==> src/rtl/datapath_pkg.sv <==
`default_nettype none
// ============================================================================
// Module      : datapath_pkg
// Description : Shared opcodes and flag bit positions for datapath_pipe.
// Revision    : 1.0 - initial release
// ============================================================================
package datapath_pkg;

    localparam logic [2:0] OP_ADD  = 3'b000;
    localparam logic [2:0] OP_SUB  = 3'b001;
    localparam logic [2:0] OP_AND  = 3'b010;
    localparam logic [2:0] OP_OR   = 3'b011;
    localparam logic [2:0] OP_XOR  = 3'b100;
    localparam logic [2:0] OP_SHL  = 3'b101;
    localparam logic [2:0] OP_SHR  = 3'b110;
    localparam logic [2:0] OP_PASS = 3'b111;

    // Bit positions within the {N,Z,C,V} flag vector
    localparam int FLG_N = 3;
    localparam int FLG_Z = 2;
    localparam int FLG_C = 1;
    localparam int FLG_V = 0;

endpackage : datapath_pkg
`default_nettype wire

==> src/rtl/regfile_2r1w.sv <==
`default_nettype none
// ============================================================================
// Module      : regfile_2r1w
// Description : Register file, two combinational reads, one synchronous write.
// Revision    : 1.0 - initial release
// ============================================================================
import datapath_pkg::*;

module regfile_2r1w #(
    parameter int DATA_W    = 16,
    parameter int REG_DEPTH = 8,
    parameter int ADDR_W    = $clog2(REG_DEPTH)
) (
    input  logic              clk,
    input  logic              rst,
    input  logic              i_we,
    input  logic [ADDR_W-1:0] i_waddr,
    input  logic [DATA_W-1:0] i_wdata,
    input  logic [ADDR_W-1:0] i_raddr_a,
    input  logic [ADDR_W-1:0] i_raddr_b,
    output logic [DATA_W-1:0] o_rdata_a,
    output logic [DATA_W-1:0] o_rdata_b
);

    logic [DATA_W-1:0] r_mem [REG_DEPTH];

    always_ff @(posedge clk) begin
        if (rst) begin
            for (int i = 0; i < REG_DEPTH; i++) begin
                r_mem[i] <= '0;
            end
        end else if (i_we) begin
            r_mem[i_waddr] <= i_wdata;
        end
    end

    assign o_rdata_a = r_mem[i_raddr_a];
    assign o_rdata_b = r_mem[i_raddr_b];

endmodule : regfile_2r1w
`default_nettype wire

==> src/rtl/datapath_pipe.sv <==
`default_nettype none
// ============================================================================
// Module      : datapath_pipe
// Description : Two-stage register-file + ALU pipeline with valid/ready flow.
//               Optional macro DATAPATH_SAT_EN saturates ADD/SUB on overflow.
// Revision    : 1.0 - initial release
// ============================================================================
import datapath_pkg::*;

module datapath_pipe #(
    parameter  int DATA_W    = 16,
    parameter  int REG_DEPTH = 8,
    localparam int ADDR_W    = $clog2(REG_DEPTH)
) (
    input  logic              CLK,
    input  logic              RST,
    input  logic              in_valid,
    output logic              in_ready,
    input  logic              LD,
    input  logic [DATA_W-1:0] Din,
    input  logic [ADDR_W-1:0] num_R1,
    input  logic [ADDR_W-1:0] num_R2,
    input  logic [ADDR_W-1:0] W1,
    input  logic [2:0]        MS,
    output logic              out_valid,
    input  logic              out_ready,
    output logic [DATA_W-1:0] ALU_out,
    output logic [3:0]        flags
);

    localparam int c_SH_W = $clog2(DATA_W);
    localparam int c_MSB  = DATA_W - 1;

    // Returns {flags[3:0], result[DATA_W-1:0]}
    function automatic logic [DATA_W+3:0] alu_eval(
        input logic              ld,
        input logic [2:0]        op,
        input logic [DATA_W-1:0] a,
        input logic [DATA_W-1:0] b,
        input logic [DATA_W-1:0] din
    );
        logic [DATA_W:0]   sum;
        logic [DATA_W-1:0] res;
        logic [3:0]        f;
        logic              c;
        logic              v;
        logic [c_SH_W-1:0] sh;
        sum = '0;
        res = '0;
        f   = '0;
        c   = 1'b0;
        v   = 1'b0;
        sh  = b[c_SH_W-1:0];
        if (ld) begin
            res = din;
        end else begin
            case (op)
                OP_ADD: begin
                    sum = {1'b0, a} + {1'b0, b};
                    res = sum[c_MSB:0];
                    c   = sum[DATA_W];
                    v   = (a[c_MSB] == b[c_MSB]) && (res[c_MSB] != a[c_MSB]);
                end
                OP_SUB: begin
                    sum = {1'b0, a} + {1'b0, ~b} + {{DATA_W{1'b0}}, 1'b1};
                    res = sum[c_MSB:0];
                    c   = sum[DATA_W];
                    v   = (a[c_MSB] != b[c_MSB]) && (res[c_MSB] != a[c_MSB]);
                end
                OP_AND:  res = a & b;
                OP_OR:   res = a | b;
                OP_XOR:  res = a ^ b;
                OP_SHL:  res = a << sh;
                OP_SHR:  res = a >> sh;
                default: res = a;
            endcase
        end
`ifdef DATAPATH_SAT_EN
        // Overflow direction follows A's sign for both ADD and SUB
        if (v) begin
            res = a[c_MSB] ? {1'b1, {(DATA_W-1){1'b0}}} : {1'b0, {(DATA_W-1){1'b1}}};
        end
`endif
        f[FLG_N] = res[c_MSB];
        f[FLG_Z] = (res == '0);
        f[FLG_C] = c;
        f[FLG_V] = v;
        return {f, res};
    endfunction

    logic              r_s1_valid;
    logic [DATA_W-1:0] r_s1_a;
    logic [DATA_W-1:0] r_s1_b;
    logic [DATA_W-1:0] r_s1_din;
    logic [2:0]        r_s1_op;
    logic              r_s1_ld;
    logic [ADDR_W-1:0] r_s1_dest;

    logic              r_s2_valid;
    logic [DATA_W-1:0] r_s2_res;
    logic [3:0]        r_s2_flags;

    logic [DATA_W-1:0] w_rd_a;
    logic [DATA_W-1:0] w_rd_b;
    logic [DATA_W-1:0] w_opa;
    logic [DATA_W-1:0] w_opb;
    logic [DATA_W+3:0] w_alu;
    logic [DATA_W-1:0] w_s1_res;
    logic [3:0]        w_s1_flags;
    logic              w_s2_adv;
    logic              w_s1_adv;
    logic              w_accept;

    assign w_alu      = alu_eval(r_s1_ld, r_s1_op, r_s1_a, r_s1_b, r_s1_din);
    assign w_s1_res   = w_alu[DATA_W-1:0];
    assign w_s1_flags = w_alu[DATA_W+3:DATA_W];

    assign w_s2_adv = !r_s2_valid || out_ready;
    assign w_s1_adv = r_s1_valid && w_s2_adv;
    assign in_ready = !r_s1_valid || w_s1_adv;
    assign w_accept = in_valid && in_ready;

    // The S1 result bypasses the register file it has not yet written
    assign w_opa = (r_s1_valid && (num_R1 == r_s1_dest)) ? w_s1_res : w_rd_a;
    assign w_opb = (r_s1_valid && (num_R2 == r_s1_dest)) ? w_s1_res : w_rd_b;

    regfile_2r1w #(
        .DATA_W    (DATA_W),
        .REG_DEPTH (REG_DEPTH),
        .ADDR_W    (ADDR_W)
    ) u_regfile (
        .clk       (CLK),
        .rst       (RST),
        .i_we      (w_s1_adv),
        .i_waddr   (r_s1_dest),
        .i_wdata   (w_s1_res),
        .i_raddr_a (num_R1),
        .i_raddr_b (num_R2),
        .o_rdata_a (w_rd_a),
        .o_rdata_b (w_rd_b)
    );

    always_ff @(posedge CLK) begin
        if (RST) begin
            r_s1_valid <= 1'b0;
            r_s1_a     <= '0;
            r_s1_b     <= '0;
            r_s1_din   <= '0;
            r_s1_op    <= '0;
            r_s1_ld    <= 1'b0;
            r_s1_dest  <= '0;
        end else if (w_accept) begin
            r_s1_valid <= 1'b1;
            r_s1_a     <= w_opa;
            r_s1_b     <= w_opb;
            r_s1_din   <= Din;
            r_s1_op    <= MS;
            r_s1_ld    <= LD;
            r_s1_dest  <= W1;
        end else if (w_s1_adv) begin
            r_s1_valid <= 1'b0;
        end
    end

    always_ff @(posedge CLK) begin
        if (RST) begin
            r_s2_valid <= 1'b0;
            r_s2_res   <= '0;
            r_s2_flags <= '0;
        end else if (w_s2_adv) begin
            r_s2_valid <= r_s1_valid;
            if (w_s1_adv) begin
                r_s2_res   <= w_s1_res;
                r_s2_flags <= w_s1_flags;
            end
        end
    end

    assign out_valid = r_s2_valid;
    assign ALU_out   = r_s2_res;
    assign flags     = r_s2_flags;

endmodule : datapath_pipe
`default_nettype wire
==> config.mk <==
export PLATFORM = sky130hd
export DESIGN_NAME = datapath_pipe
export DESIGN_NICKNAME = d
export VERILOG_FILES = /design/src/rtl/datapath_pkg.sv /design/src/rtl/regfile_2r1w.sv /design/src/rtl/datapath_pipe.sv
export SDC_FILE = /design/constraint.sdc
export NUM_CORES = 1
export LEC_CHECK = 0
export CORE_MARGIN = 5
export CORE_UTILIZATION = 56
export DETAILED_ROUTE_END_ITERATION = 10
export PLACE_DENSITY = 0.73
export SKIP_CTS_REPAIR_TIMING = 1
export SYNTH_ARGS = -nofsm -noshare
export SYNTH_HDL_FRONTEND = slang
export SYNTH_HIERARCHICAL = 1
export SYNTH_SLANG_ARGS = --single-unit
==> constraint.sdc <==
create_clock -name CLK -period 12.55 [get_ports CLK]
set_input_delay 2.51 -clock CLK [delete_from_list [all_inputs] [get_ports CLK]]
set_output_delay 2.51 -clock CLK [all_outputs]
set_load 0.1 [all_outputs]
==> Yosys cells after proc, flatten, opt, wreduce, memory -nomap -nowiden <==
Memories as Yosys holds them, arrays and structs flattened. A register that Yosys moved wholly into a read port is not among the register bits.
Cells that the tools add are included.
{ "word_totals": {"reg_bits": 45, "latch_bits": 0, "mem_bits_rw": 128, "romBits": 0, "in_bits": 33, "output_inout_bits": 22, "word_cells": 57, "memories": 1} }
{ "classes": {"n_addsub": 3, "mul": 0, "n_div": 0, "magnitude_cmp": 0, "n_eq_ne": 10, "shift": 2, "muxes": 16, "n_bitwise": 4, "n_reduce_logical": 13} }
{ "mem_list": {"columns": ["memory", "depth", "word_bits", "rd", "rd_clocked_by_memory_dff", "write_ports", "line", "source"], "rows": [
  ["u_regfile.r_mem", 8, 16, 2, 2, 8, "regfile_2r1w.sv:25", "logic [DATA_W-1:0] r_mem [REG_DEPTH];"]
]} }
{ "op_table": {"columns": ["operator", "count"], "rows": [
  ["16-bit one-hot mux with 7 select lines", 1],
  ["16-bit by 16-bit adder with 17-bit output", 2],
  ["16-bit two-way mux", 2],
  ["17-bit by 1-bit adder with 17-bit output, second input constant", 1],
  ["16-bit AND", 1],
  ["16-bit zero test", 1],
  ["16-bit inverter", 1],
  ["16-bit bitwise OR", 1],
  ["16-bit OR reduction", 1],
  ["16-bit by 4-bit << shifter with 16-bit output", 1],
  ["16-bit by 4-bit >> shifter with 16-bit output", 1],
  ["16-bit XOR", 1],
  ["1-bit two-way mux", 10],
  ["3-bit == test, second input constant", 3],
  ["3-bit by 2-bit == test with 1-bit output, second input constant", 2],
  ["1-bit logical AND", 4],
  ["1-bit one-hot mux with 2 select lines", 2],
  ["3-bit by 1-bit == test with 1-bit output, second input constant", 1],
  ["3-bit zero test", 1],
  ["3-bit two-way mux", 1],
  ["1-bit != test", 3],
  ["1-bit zero test", 2],
  ["1-bit logical OR", 2],
  ["2-bit AND reduction", 1],
  ["other kinds (2)", 2]
]} }

==> Longest topological paths before layout <==
{ "logic_depth": {"ltp_word": 8, "ltp_mapped": 15, "ltp_nobuf": 13} }

==> Hierarchy <==
The synthesis kept the hierarchy.
{ "modules_own_cells": {"columns": ["mod", "n_inst", "cells_per_inst", "area_each_um2", "seq_area_each_um2"], "rows": [
  ["datapath_pipe", 1, 1006, 7604.8, 1521.5],
  ["regfile_2r1w", 1, 430, 6999.2, 3843.7]
]} }

==> Worst setup path before layout <==
OpenSTA, ideal clock, no wires.
{ "synth_path": {"path_type": "input-to-output", "from": "in out_ready", "to": "out in_ready", "arrival_ns": 3.280, "setup_slack_ns": 6.760, "path_stages": 2, "n_path_buf": 0, "path_cell_list": "nor2b_1 -> nand2_1"} }
{ "synth_between": {"elab_chain_cells": 3} }
{ "synth_lines": {"columns": ["element", "line", "source"], "rows": [
  ["start: declaration", "datapath_pipe.sv:26", "input logic out_ready,"],
  ["1-bit logical OR", "datapath_pipe.sv:118", "assign w_s2_adv = !r_s2_valid || out_ready;"],
  ["1-bit logical AND", "datapath_pipe.sv:119", "assign w_s1_adv = r_s1_valid && w_s2_adv;"],
  ["1-bit logical OR", "datapath_pipe.sv:120", "assign in_ready = !r_s1_valid || w_s1_adv;"],
  ["end: declaration", "datapath_pipe.sv:18", "output logic in_ready,"]
]} }
Every way passes these cells.

==> Worst setup path in the final report <==
Same ends and word-level chain as after synthesis.

==> results.py <==
metrics = {
    "route": {
        "wirelength_um": 44500,
        "dr.pass1.iters": 6,
        "vias_per_cell": 6.83,
        "wl_per_cell_um": 25.3,
        "ant_nets": 0,
        "drt-initial-drc-count": 1250,
        "vias": 12000,
        "drcViolationCount": 0,
    },
    "min_path": {
        "holdCritStartpoint": "ALU_out[11]$_SDFFE_PP0P_",
        "min_path_type": "reg2reg",
        "holdPathEnd": "ALU_out[11]$_SDFFE_PP0P_",
        "whs_path_depth": 2,
    },
    "setup_path": {
        "slowest_stage": "clkdlybuf4s50_1",
        "critical_path.cell_chain": "clkdlybuf4s50_1 -> nor2b_1 -> nand2_1 -> clkdlybuf4s50_1",
        "crit_required_ns": 10.04,
        "cp.buffers_inverters": 2,
        "criticalPathCategory": "in2out",
        "rrSetupSlack_ns": 6.88,
        "worstSetupStartpoint": "out_ready",
        "r2r_start": "r_s1_b[1]$_SDFFE_PP0P_",
        "critPathMaxStageDelay_ns": 1.16,
        "worstPathMaxFanout": 4,
        "r2r-end": "flags[2]$_SDFFE_PP0P_",
        "cp.arrival_ns": 4.32,
        "critical_path.startpoint_type": "input port",
        "critical-path-top-delay-family": "buffers and inverters",
        "rr_worst_depth": 11,
        "crit_path_end_kind": "output port",
        "crit_top_cell": "clkdlybuf4s50_1",
    },
    "cts": {
        "cts_buffers": 24,
        "h-tree-depth": 1,
        "insertion_delay_ns": 0.55,
        "clockBufferDepth": 3,
        "cts_tree": "yes",
        "clk_root_buffer_cell": "clkbuf_16",
        "clk_pin_slew_ns": 0.06,
        "cts_sinks": 204,
    },
    "cells_and_area": {
        "final_nets": 1497,
        "multi_input_area_sq_mm": 0.00828,
        "fin_area_sq_mm": 0.0159,
        "drive_gt1_frac": 0.120,
        "syn2layout_area_growth_pct": 8.78,
        "fin_util": 0.615,
        "antenna_cells": 0,
        "fillerInstances": 2169,
        "seqCellArea_sq_mm": 0.00537,
    },
    "timing": {
        "fmax_ghz": 0.146,
        "hold_slack_ns": 0.456,
        "finalClockSkew_ns": 0.0252,
        "finalSetupTns_ns": 0,
        "tightest_slew_ns": 1.17,
        "rsz0062_at_grt": "false",
        "fin_ws_ns": 5.72,
        "fin_crit_sh": 0.544,
        "finalSetupViolations": 0,
        "slew_headroom": 0.221,
        "layout_min_cycle_time_ns": 6.83,
        "hold_viol": 0,
        "report.final.slew_viol_count": 0,
    },
    "power": {
        "pwr-share-clk": 0.339,
        "p_switching_mw": 0.670,
        "p_leak_nw": 5.84,
        "p_comb_frac": 0.264,
        "p_int_mw": 1.31,
        "peakVddDrop_mv": 0.142,
        "p_seq_frac": 0.397,
        "power_density_mw_per_mm2": 125,
        "swShare": 0.338,
    },
    "global_routing": {
        "grt_max_degree": 69,
        "antenna_found_initial": 0,
        "grt-ovfl-total": 0,
        "grt_util_met3": 0.0391,
        "use_met1": 0.405,
        "grt_use_total": 0.297,
        "grt_pass1_wl_um": 67700,
        "grt-busiest-layer": "met2",
        "grt_pass1_vias": 11600,
        "grt_use_met2": 0.492,
    },
    "floorplanning": {
        "io_pins": 55,
        "die-width_um": 171,
        "die_h_um": 171,
        "rows": 59,
        "die_area_sq_mm": 0.0294,
        "core_sq_mm": 0.0258,
        "start_util": 0.565,
    },
    "placement": {
        "dpl-instance-area_sq_mm": 0.0151,
        "dpl_worst_slack_ns": 5.75,
        "io_buffers": 54,
        "gp_congestion": 0.983,
        "place_hpwl_um": 29800,
    },
    "yosys": {
        "synth_common_cells": "nor3_1, edfxtp_1, a21oi_1, nand2_1, clkbuf_1",
        "synth_flop_cell": "edfxtp_1",
        "synth_most_common_cell": "nor3_1",
        "syn_area_sq_mm": 0.0146,
        "syn_nets": 1523,
        "yosysUniqueCellTypes": 87,
        "synth_cells": 1436,
        "synth_top_cells_by_area": "edfxtp_1, dfxtp_1, mux4_1, nor3_1, ha_1",
        "asyncSetResetFlopFracSynth": 0,
        "synth_top_area_cell": "edfxtp_1",
        "synth_edf_count": 128,
        "ys_ff_latch": 204,
        "yosysSeqAreaShare": 0.367,
        "postSynthAreaPerCell_sq_um": 10.2,
        "yosys_warnings": 6,
        "netlist.area_leader.share": 0.263,
    },
    "outcome": {
        "status": "completed",
    },
    "flow_run": {
        "drv_cap": 0,
    },
}
power by group through the flow:
| stage | clock network, mW | logic (mW) | registers, mW |
|---|---|---|---|
| 6_report | 0.673 | 0.523 | 0.788 |
| 5_1_grt | 0.710 | 0.557 | 0.792 |
| 4_1_cts | 0.682 | 0.514 | 0.787 |
| 3_5_place_dp | 0 | 0.510 | 0.801 |
| 3_3_place_gp | 0 | 0.503 | 0.798 |
| 2_1_floorplan | 0 | 0.349 | 0.806 |
state kept, by name, summed over array words and instances (netlist names):
name	flops
ALU_out	16
flags	3
out_valid	1
r_s1_a	16
r_s1_b	16
r_s1_dest	3
r_s1_din	16
r_s1_ld	1
r_s1_op	3
r_s1_valid	1
u_regfile/r_mem	128
how the worst max path moves through the flow:
stage | depth (start not counted) | to
3_3_place_gp | 4 | in_ready
2_1_floorplan | 2 | in_ready
6_report | 4 | in_ready
5_1_grt | 4 | in_ready
3_5_place_dp | 4 | in_ready
4_1_cts | 4 | in_ready
tightest hold or removal path: stages, from the launching register on:
cell and delay [ns]:
dfxtp_1 0.31, nand2_1 0.05, a21oi_1 0.05
stage by stage:
stage,cells,power (mW)
after detailed placement,1719,1.31
after floorplan,1436,1.15
after CTS,1762,1.98
after global placement,1719,1.30
after global routing,1762,2.06
final,1762,1.98
cells by family after synthesis:
logic type               share of synthesized area
XOR/XNOR                                   0.00780
AO/OA/AOI/OAI                                0.153
multiplexers                                 0.203
flip-flops                                   0.367
AND/OR/NAND/NOR                              0.153
buffers and inverters                       0.0688
adder cells (fa/ha/maj)                     0.0473
placed cells by master (no fill, tap or decap), drive strengths merged, types with 8 or more instances in the layout:
cell type	count
clkdlybuf4s50	51
a31oi	12
buf	36
mux2	39
nand3b	9
nand2b	20
nor3	152
mux2i	47
o21bai	15
o21ai	25
nand2	102
clkinv	28
nor2b	13
o211ai	12
inv	58
ha	52
a21oi	113
mux4	81
o21a	8
dfxtp	76
nor2	90
nand3	18
edfxtp	128
o22ai	15
clkbuf	29
a211oi	48
layout make-up:
| class | instances | share of cell area |
|---|---|---|
| Timing Repair Buffer | 87 | 0.0487 |
| Clock inverter | 14 | 0.00874 |
| Sequential cell | 204 | 0.338 |
| Inverter | 75 | 0.0177 |
| Tap cell | 335 | 0.0264 |
| Multi-Input combinational cell | 1018 | 0.521 |
| Clock buffer | 29 | 0.0396 |
routing by layer:
layer  vias to the layer above  wire, um
li1                       5437         -
met3                       105      3320
met2                       570     21300
met5                         -         0
met1                      5930     18200
met4                         0      1730
No activity file was read; power rests on OpenSTA's default activity.
